### src/rtl/time_split_seq.sv
// Centisecond count to H:M:S:CS BCD splitter using sequential restoring division.
// Define TIME_SPLIT_BLANK_EN to blank leading zero digits (4'hF).
module time_split_seq #(
    parameter int IN_W   = 32,
    parameter int DIGITS = 8
) (
    input  logic                  clk,
    input  logic                  rst_n,
    input  logic                  in_valid,
    output logic                  in_ready,
    input  logic [IN_W-1:0]       a_in,
    output logic                  out_valid,
    input  logic                  out_ready,
    output logic [4*DIGITS-1:0]   c_out,
    output logic                  ovf
);

    localparam int NF  = DIGITS / 2;
    localparam int NP  = NF - 1;
    localparam int OFS = 4 - NF;
    localparam int CW  = $clog2(IN_W);

    localparam logic [1:0] S_IDLE = 2'd0;
    localparam logic [1:0] S_DIV  = 2'd1;
    localparam logic [1:0] S_PACK = 2'd2;
    localparam logic [1:0] S_DONE = 2'd3;

    localparam logic [IN_W-1:0] D_H = IN_W'(360000);
    localparam logic [IN_W-1:0] D_M = IN_W'(6000);
    localparam logic [IN_W-1:0] D_S = IN_W'(100);

    logic [1:0]      state_q;
    logic [IN_W-1:0] num_q;
    logic [IN_W-1:0] rem_q;
    logic [CW-1:0]   bit_q;
    logic [1:0]      pass_q;
    logic            ovf_q;
    logic [6:0]      fld_q [NF];
    logic            ov_q;
    logic [4*DIGITS-1:0] c_q;
    logic            ovf_o;

    logic [2:0]      di;
    logic [IN_W-1:0] dv;
    logic [IN_W-1:0] trial;
    logic            ge;
    logic [IN_W-1:0] rem_n;
    logic [IN_W-1:0] num_n;
    logic [4*DIGITS-1:0] pk;

    assign in_ready  = (state_q == S_IDLE);
    assign out_valid = ov_q;
    assign c_out     = c_q;
    assign ovf       = ovf_o;

    // Smaller displays skip the upper divisors.
    assign di = 3'(pass_q) + 3'(OFS);

    always_comb begin
        dv = D_S;
        case (di)
            3'd0:    dv = D_H;
            3'd1:    dv = D_M;
            default: dv = D_S;
        endcase
    end

    // Remainder stays below the divisor, so its top bit is always zero.
    assign trial = {rem_q[IN_W-2:0], num_q[IN_W-1]};
    assign ge    = (trial >= dv);
    assign rem_n = ge ? (trial - dv) : trial;
    assign num_n = {num_q[IN_W-2:0], ge};

    always_comb begin
        logic [6:0] v;
        pk = '0;
        for (int k = 0; k < NF; k++) begin
            v = fld_q[k];
            if (ovf_q) v = (k == 0 || k == NF - 1) ? 7'd99 : 7'd59;
            pk[4*DIGITS-1-8*k -: 8] = {4'(v / 7'd10), 4'(v % 7'd10)};
        end
`ifdef TIME_SPLIT_BLANK_EN
        begin
            logic lead;
            lead = 1'b1;
            for (int d = DIGITS - 1; d >= 2; d--) begin
                if (lead && pk[4*d +: 4] == 4'h0) pk[4*d +: 4] = 4'hF;
                else lead = 1'b0;
            end
        end
`endif
    end

    always_ff @(posedge clk or negedge rst_n) begin
        if (!rst_n) begin
            state_q <= S_IDLE;
            num_q   <= '0;
            rem_q   <= '0;
            bit_q   <= '0;
            pass_q  <= '0;
            ovf_q   <= 1'b0;
            ov_q    <= 1'b0;
            c_q     <= '0;
            ovf_o   <= 1'b0;
            for (int i = 0; i < NF; i++) fld_q[i] <= '0;
        end else begin
            case (state_q)
                S_IDLE: begin
                    if (in_valid) begin
                        num_q   <= a_in;
                        rem_q   <= '0;
                        bit_q   <= '0;
                        pass_q  <= '0;
                        ovf_q   <= 1'b0;
                        state_q <= S_DIV;
                    end
                end
                S_DIV: begin
                    if (bit_q == CW'(IN_W - 1)) begin
                        fld_q[pass_q] <= num_n[6:0];
                        if (pass_q == 2'd0) ovf_q <= (num_n > IN_W'(99));
                        // Remainder becomes the next pass's dividend.
                        num_q <= rem_n;
                        rem_q <= '0;
                        bit_q <= '0;
                        if (pass_q == 2'(NP - 1)) begin
                            fld_q[NF-1] <= rem_n[6:0];
                            state_q     <= S_PACK;
                        end else begin
                            pass_q <= pass_q + 2'd1;
                        end
                    end else begin
                        num_q <= num_n;
                        rem_q <= rem_n;
                        bit_q <= bit_q + CW'(1);
                    end
                end
                S_PACK: begin
                    c_q     <= pk;
                    ovf_o   <= ovf_q;
                    ov_q    <= 1'b1;
                    state_q <= S_DONE;
                end
                default: begin
                    if (out_ready) begin
                        ov_q    <= 1'b0;
                        state_q <= S_IDLE;
                    end
                end
            endcase
        end
    end

endmodule

### config.mk
export PLATFORM = sky130hd
export DESIGN_NAME = time_split_seq
export DESIGN_NICKNAME = d
export VERILOG_FILES = /design/src/rtl/time_split_seq.sv
export SDC_FILE = /design/constraint.sdc
export NUM_CORES = 1
export LEC_CHECK = 0
export BUFFER_PORTS_ARGS = -buffer_cell sky130_fd_sc_hd__buf_2
export CORE_UTILIZATION = 55
export CTS_CLUSTER_SIZE = 8
export DETAILED_ROUTE_END_ITERATION = 7
export GPL_ROUTABILITY_DRIVEN = 1
export PLACE_DENSITY = 0.77
export SLEW_MARGIN = 20
export SYNTH_ARGS = -nofsm -noshare
export SYNTH_HDL_FRONTEND = slang
export SYNTH_SLANG_ARGS = --single-unit
### constraint.sdc
create_clock -name clk -period 4.4 [get_ports clk]
set_input_delay 0.66 -clock clk [delete_from_list [all_inputs] [get_ports clk]]
set_output_delay 0.66 -clock clk [all_outputs]
set_load 0.01 [all_outputs]
* Yosys cells after proc, flatten, opt, wreduce, memory -nomap -nowiden
Index checks and enable logic that the tools add are counted.
** Storage, ports and cells
- Output and inout port bits :: 35
- Bits in registers :: 135
- Logic and storage cells :: 88
- Input bits :: 36
** Cells by class
- Equal/unequal tests :: 10
- Order comparisons :: 4
- Bitwise gates (word level) :: 2
- Muxes and demuxes :: 34
- Divide/modulo/power cells :: 8
- Add/subtract/negate cells :: 3
- Reductions and logical operators :: 14
** Operators with widths (number)
- $mux W32 :: 3
- $pmux W32 S2 :: 1
- $mux W31 :: 2
- $pmux W31 S2 :: 1
- $mux W7 :: 6
- $pmux W19 S2 :: 1
- $ge A32 B19 Y1 :: 1
- $gt A32 B7 Y1 const B :: 1
- $sub A32 B19 Y32 :: 1
- $bwmux W28 :: 1
- $div A7 B4 Y7 const B :: 4
- $mod A7 B4 Y7 const B :: 4
- $demux W7 S2 :: 1
- $mux W2 :: 7
- $reduce_and A4 Y1 :: 3
- $mux W5 :: 2
- $ne A2 B2 Y1 const B :: 5
- $pmux W5 S2 :: 1
- $pmux W2 S3 :: 1
- $reduce_and A2 Y1 :: 3
- $add A5 B1 Y5 const B :: 1
- $eq A5 B5 Y1 const B :: 1
- $eq A2 B1 Y1 const B :: 2
- $eq A2 B2 Y1 const B :: 2
- other kinds (14) :: 20

* Logic depth before layout (Yosys ltp)
- Depth after elaboration :: 7
- Mapped depth :: 24

* Worst setup path before layout
OpenSTA, ideal clock, no wires.
- Path kind :: reg-to-reg
- From :: register ovf_q
- To :: register c_q[1] (netlist: c_out[1])
- Required time :: 4.263 ns
- Cell stages (with the launch flop) :: 25
- Buffers on the path :: 6
- Data arrival time :: 4.669 ns
- Period minus slack after synthesis :: 4.806 ns
- Path slack :: -0.406 ns
- Cell sequence :: dfrtp_1 buf_6 buf_6 buf_6 buf_2 clkbuf_1 clkbuf_1 nor2b_1 ha_1 o21ai_2 xor2_2 nand2_1 inv_1 ha_1 nor2_1 a32oi_4 mux2_2 a31oi_4 xnor2_1 ha_1 a21boi_0 nor2_1 a211oi_2 xnor2_1 a21oi_1
** Between the ends
- Cells in the longest elaborated chain, start to end :: 2
** Ends and longest elaborated chain
- start: declaration :: line 37 : logic ovf_q;
- start signal: assignment :: line 121 : if (pass_q == 2'd0) ovf_q <= (num_n > IN_W'(99));
- $mux W7 :: line 79 : if (ovf_q) v = (k == 0 || k == NF - 1) ? 7'd99 : 7'd59;
- $mod A7 B4 Y7 :: line 80 : pk[4*DIGITS-1-8*k -: 8] = {4'(v / 7'd10), 4'(v % 7'd10)};
- end signal: assignment :: line 139 : c_q <= pk;
- end: declaration :: line 40 : logic [4*DIGITS-1:0] c_q;
Every way passes these cells.
A chain may end at the register's enable or synchronous reset.

* Final worst setup path
- From :: register fld_q[4] (netlist bit)
- To :: register c_q[1] (netlist: c_out[1])
** Between the ends
- Cells in the longest elaborated chain, start to end :: 2
** Ends and longest elaborated chain
- start: declaration :: line 38 : logic [6:0] fld_q [NF];
- start signal: indexed assignment :: line 120 : fld_q[pass_q] <= num_n[6:0];
- start signal: indexed assignment :: line 127 : fld_q[NF-1] <= rem_n[6:0];
- $mux W7 :: line 79
- $mod A7 B4 Y7 :: line 80
Every way passes these cells.

==> results_dict.tcl <==
set metrics [dict create \
    layout-drive-gt1-share 0.171 \
    worstPathMaxFanout 5 \
    crit_type "reg -> reg" \
    area.growth.synth_to_final_pct 13.8 \
    yosysWarnings 0 \
    rr_startpoint "fld_q[4]" \
    synth_top_area_cell "dfrtp_1" \
    grt_max_degree 113 \
    powerDensity_nw_per_um2 620 \
    cts-root-buf "clkbuf_16" \
    synth_compound_area_frac 0.238 \
    report.final.slew_viol_count 0 \
    synthesis.nets 1062 \
    io_buffers 70 \
    routed_wl_um 23000 \
    grtUsageTotal 0.292 \
    final_cell_mix "dfrtp_1, nor2_1, nand2_1" \
    setup_viol 0 \
    grt_pass1_vias 7510 \
    yosys.area_share.xor_xnor 0.0449 \
    finalInstanceArea_um2 10000 \
    synth_edf_count 0 \
    min_path_type "in -> async" \
    crit_family "compound AO/OA/AOI/OAI gates" \
    finalNonFillerCells 1271 \
    dp_cells 1239 \
    rows 45 \
    worstSetupStartpoint "fld_q[4]" \
    htreeDepth 4 \
    syn-instance-count 990 \
    syn_area_per_cell_um2 8.87 \
    io_pins 71 \
    slew_headroom 0.375 \
    gr-total-overflow 0 \
    synth.area.mux_share 0.0601 \
    drt-initial-drc-count 630 \
    n_fill_cell 1260 \
    reg2reg_to "c_out[1]" \
    netlist.area_leader.share 0.385 \
    route.detailed.drc 0 \
    clk_latency_ns 0.43 \
    tritoncts.num_buffers 17 \
    fin_tns_setup_ns 0 \
    synthFlopType "dfrtp_1" \
    clockBufferDepth 2 \
    synthAdderAreaFrac 0.0513 \
    synthSimpleGateAreaFrac 0.186 \
    vias_per_cell 6.17 \
    clock-sinks 135 \
    ff2ff_setup_slack_ns 0.28 \
    placed_cell_area_um2 9360 \
    synth.yosys.seq_area_share 0.385 \
    die_h_um 128 \
    synthTopCellsByArea "dfrtp_1, ha_1, a21oi_1" \
    setup.worst_path.start_class "flop" \
    status "complete, no violations" \
    synth_top_family_by_area "compound AO/OA/AOI/OAI gates" \
    synth.distinct_cells 84 \
    cap_violations 0 \
    period_share 0.936 \
    required_ns 4.66 \
    max_freq_mhz 243 \
    rsz0062_at_grt "true" \
    drtAntennaViolNets 0 \
    drtPass1Iterations 5 \
    p_leak_nw 4.60 \
    ff2ff_path_depth 18 \
    arrival_ns 4.38 \
    fp.dieW_um 128 \
    final_common_cell "dfrtp_1" \
    fin_hold_ws_ns 0.331 \
    clkSlewWorstSetupHoldPaths_ns 0.06 \
    core_area_um2 15400 \
    via_count 7847 \
    nNetsFinal 1121 \
    finalCriticalPeriod_ns 4.12 \
    peakVddDrop_mv 0.416 \
    final_util 0.650 \
    finalHoldViolations 0 \
    cts_tree "built" \
    dpl.hpwl_um 16100 \
    diodes 0 \
    avgRoutedWirePerCell_um 18.1 \
    end_kind "flop" \
    ys_async_sr_fraction 1.00 \
    clock_skew_ns 0.00778 \
    grt_antenna_before_repair 0 \
    place.gp.congestion 0.934 \
    path_buf_inv 1 \
    ys_ff_latch 135 \
    critPathSlowestCell "dfrtp_1" \
    cp_cell_sequence "nor2b_1 > ha_2 > o21ai_2 > xor2_2 > nand2_2 > inv_1 > ha_1 > nor2_1 > a32oi_4 > mux2_2 > a31oi_4 > xnor2_1 > ha_2 > a21boi_1 > nor2_1 > a211oi_2 > xnor2_1 > a21oi_1" \
    start_util 0.572 \
    grt_pass1_wl_um 37800 \
    netlist_area_um2 8790 \
    die-area_um2 16500 \
    worst_pin_slew_ns 0.938 \
    cp_slowest_stage_delay_ns 0.43 \
]
## sequential cells by signal, indices dropped and copies added, names as in the netlist
register and count:
c_out 32, num_q 32, rem_q 31, fld_q 28
bit_q 5, pass_q 2, state_q 2, out_valid 1
ovf 1, ovf_q 1
## Yosys cell counts, drive strengths merged, types with 3 or more instances
cell,n
dfrtp,135
nor2,108
nand2,90
a21oi,84
o21ai,84
clkbuf,42
ha,36
mux2,28
and3,26
inv,26
o22ai,23
xnor2,21
xor2,21
a31oi,20
mux2i,20
a221oi,18
nor2b,17
nor3,15
nand2b,14
nand3,13
nor4,11
a211o,10
a211oi,10
o21a,9
a21o,8
buf,8
nand4,8
a22o,6
and2,6
nor4b,6
o31ai,6
o21bai,4
or2,4
a22oi,3
a32oi,3
a41oi,3
and3b,3
nand3b,3
o221ai,3
o311ai,3
o32a,3
or3,3
## what timing repair did
action	in CTS	in global routing
gates resized for setup	0	3
hold endpoints to repair	0	0
setup endpoints to repair	0	3
hold buffers	0	0
buffers inserted	0	2
## layout make-up
cell class	count	area, um2	share of cell area
repair buffers	90	509	0.0509
inverters	27	101	0.0101
clock inverters	9	150	0.0150
clock buffers	21	460	0.0461
well taps	211	264	0.0264
multi-input cells	778	5130	0.513
flip-flops and latches	135	3380	0.338
## per-stage QoR
step / setup slack [ns] / total power, mW
after floorplan: -0.0333 / 3.80
after global placement: 0.456 / 4.59
after detailed placement: 0.280 / 4.66
after CTS: 0.188 / 6.18
after global routing: -0.0219 / 6.59
final: 0.282 / 6.19
## kinds of logic (layout without fill, tap and decap cells)
| group | Yosys count | in the layout |
|---|---|---|
| AO/OA/AOI/OAI | 318 | 318 |
| XOR/XNOR | 42 | 42 |
| adder cells (fa/ha/maj) | 36 | 36 |
| buffers and inverters | 77 | 147 |
| flip-flops | 135 | 135 |
| multiplexers | 48 | 48 |
| AND/OR/NAND/NOR | 334 | 334 |
## where the power goes
| part | switching (mW) | internal [mW] |
|---|---|---|
| Combinational | 1.60 | 1.01 |
| Clock | 0.536 | 0.968 |
| Sequential | 0.412 | 1.67 |
## per-layer routing
layer	up-vias	track usage	wire length, um
met3	51	0.0536	1360
met5	-	0	0
met2	272	0.489	11100
met4	0	0.114	552
met1	3772	0.375	9980
li1	3752	-	-
## how the worst max path moves through the flow
stage / to / slack (ns) / cells after the start
3_5_place_dp: c_out[1] / 0.28 / 18
6_report: c_out[1] / 0.28 / 18
2_1_floorplan: c_out[1] / -0.03 / 24
3_3_place_gp: c_out[26] / 0.46 / 17
5_1_grt: c_out[26] / -0.02 / 18
4_1_cts: c_out[1] / 0.19 / 18
No activity file was read; power rests on OpenSTA's default activity.
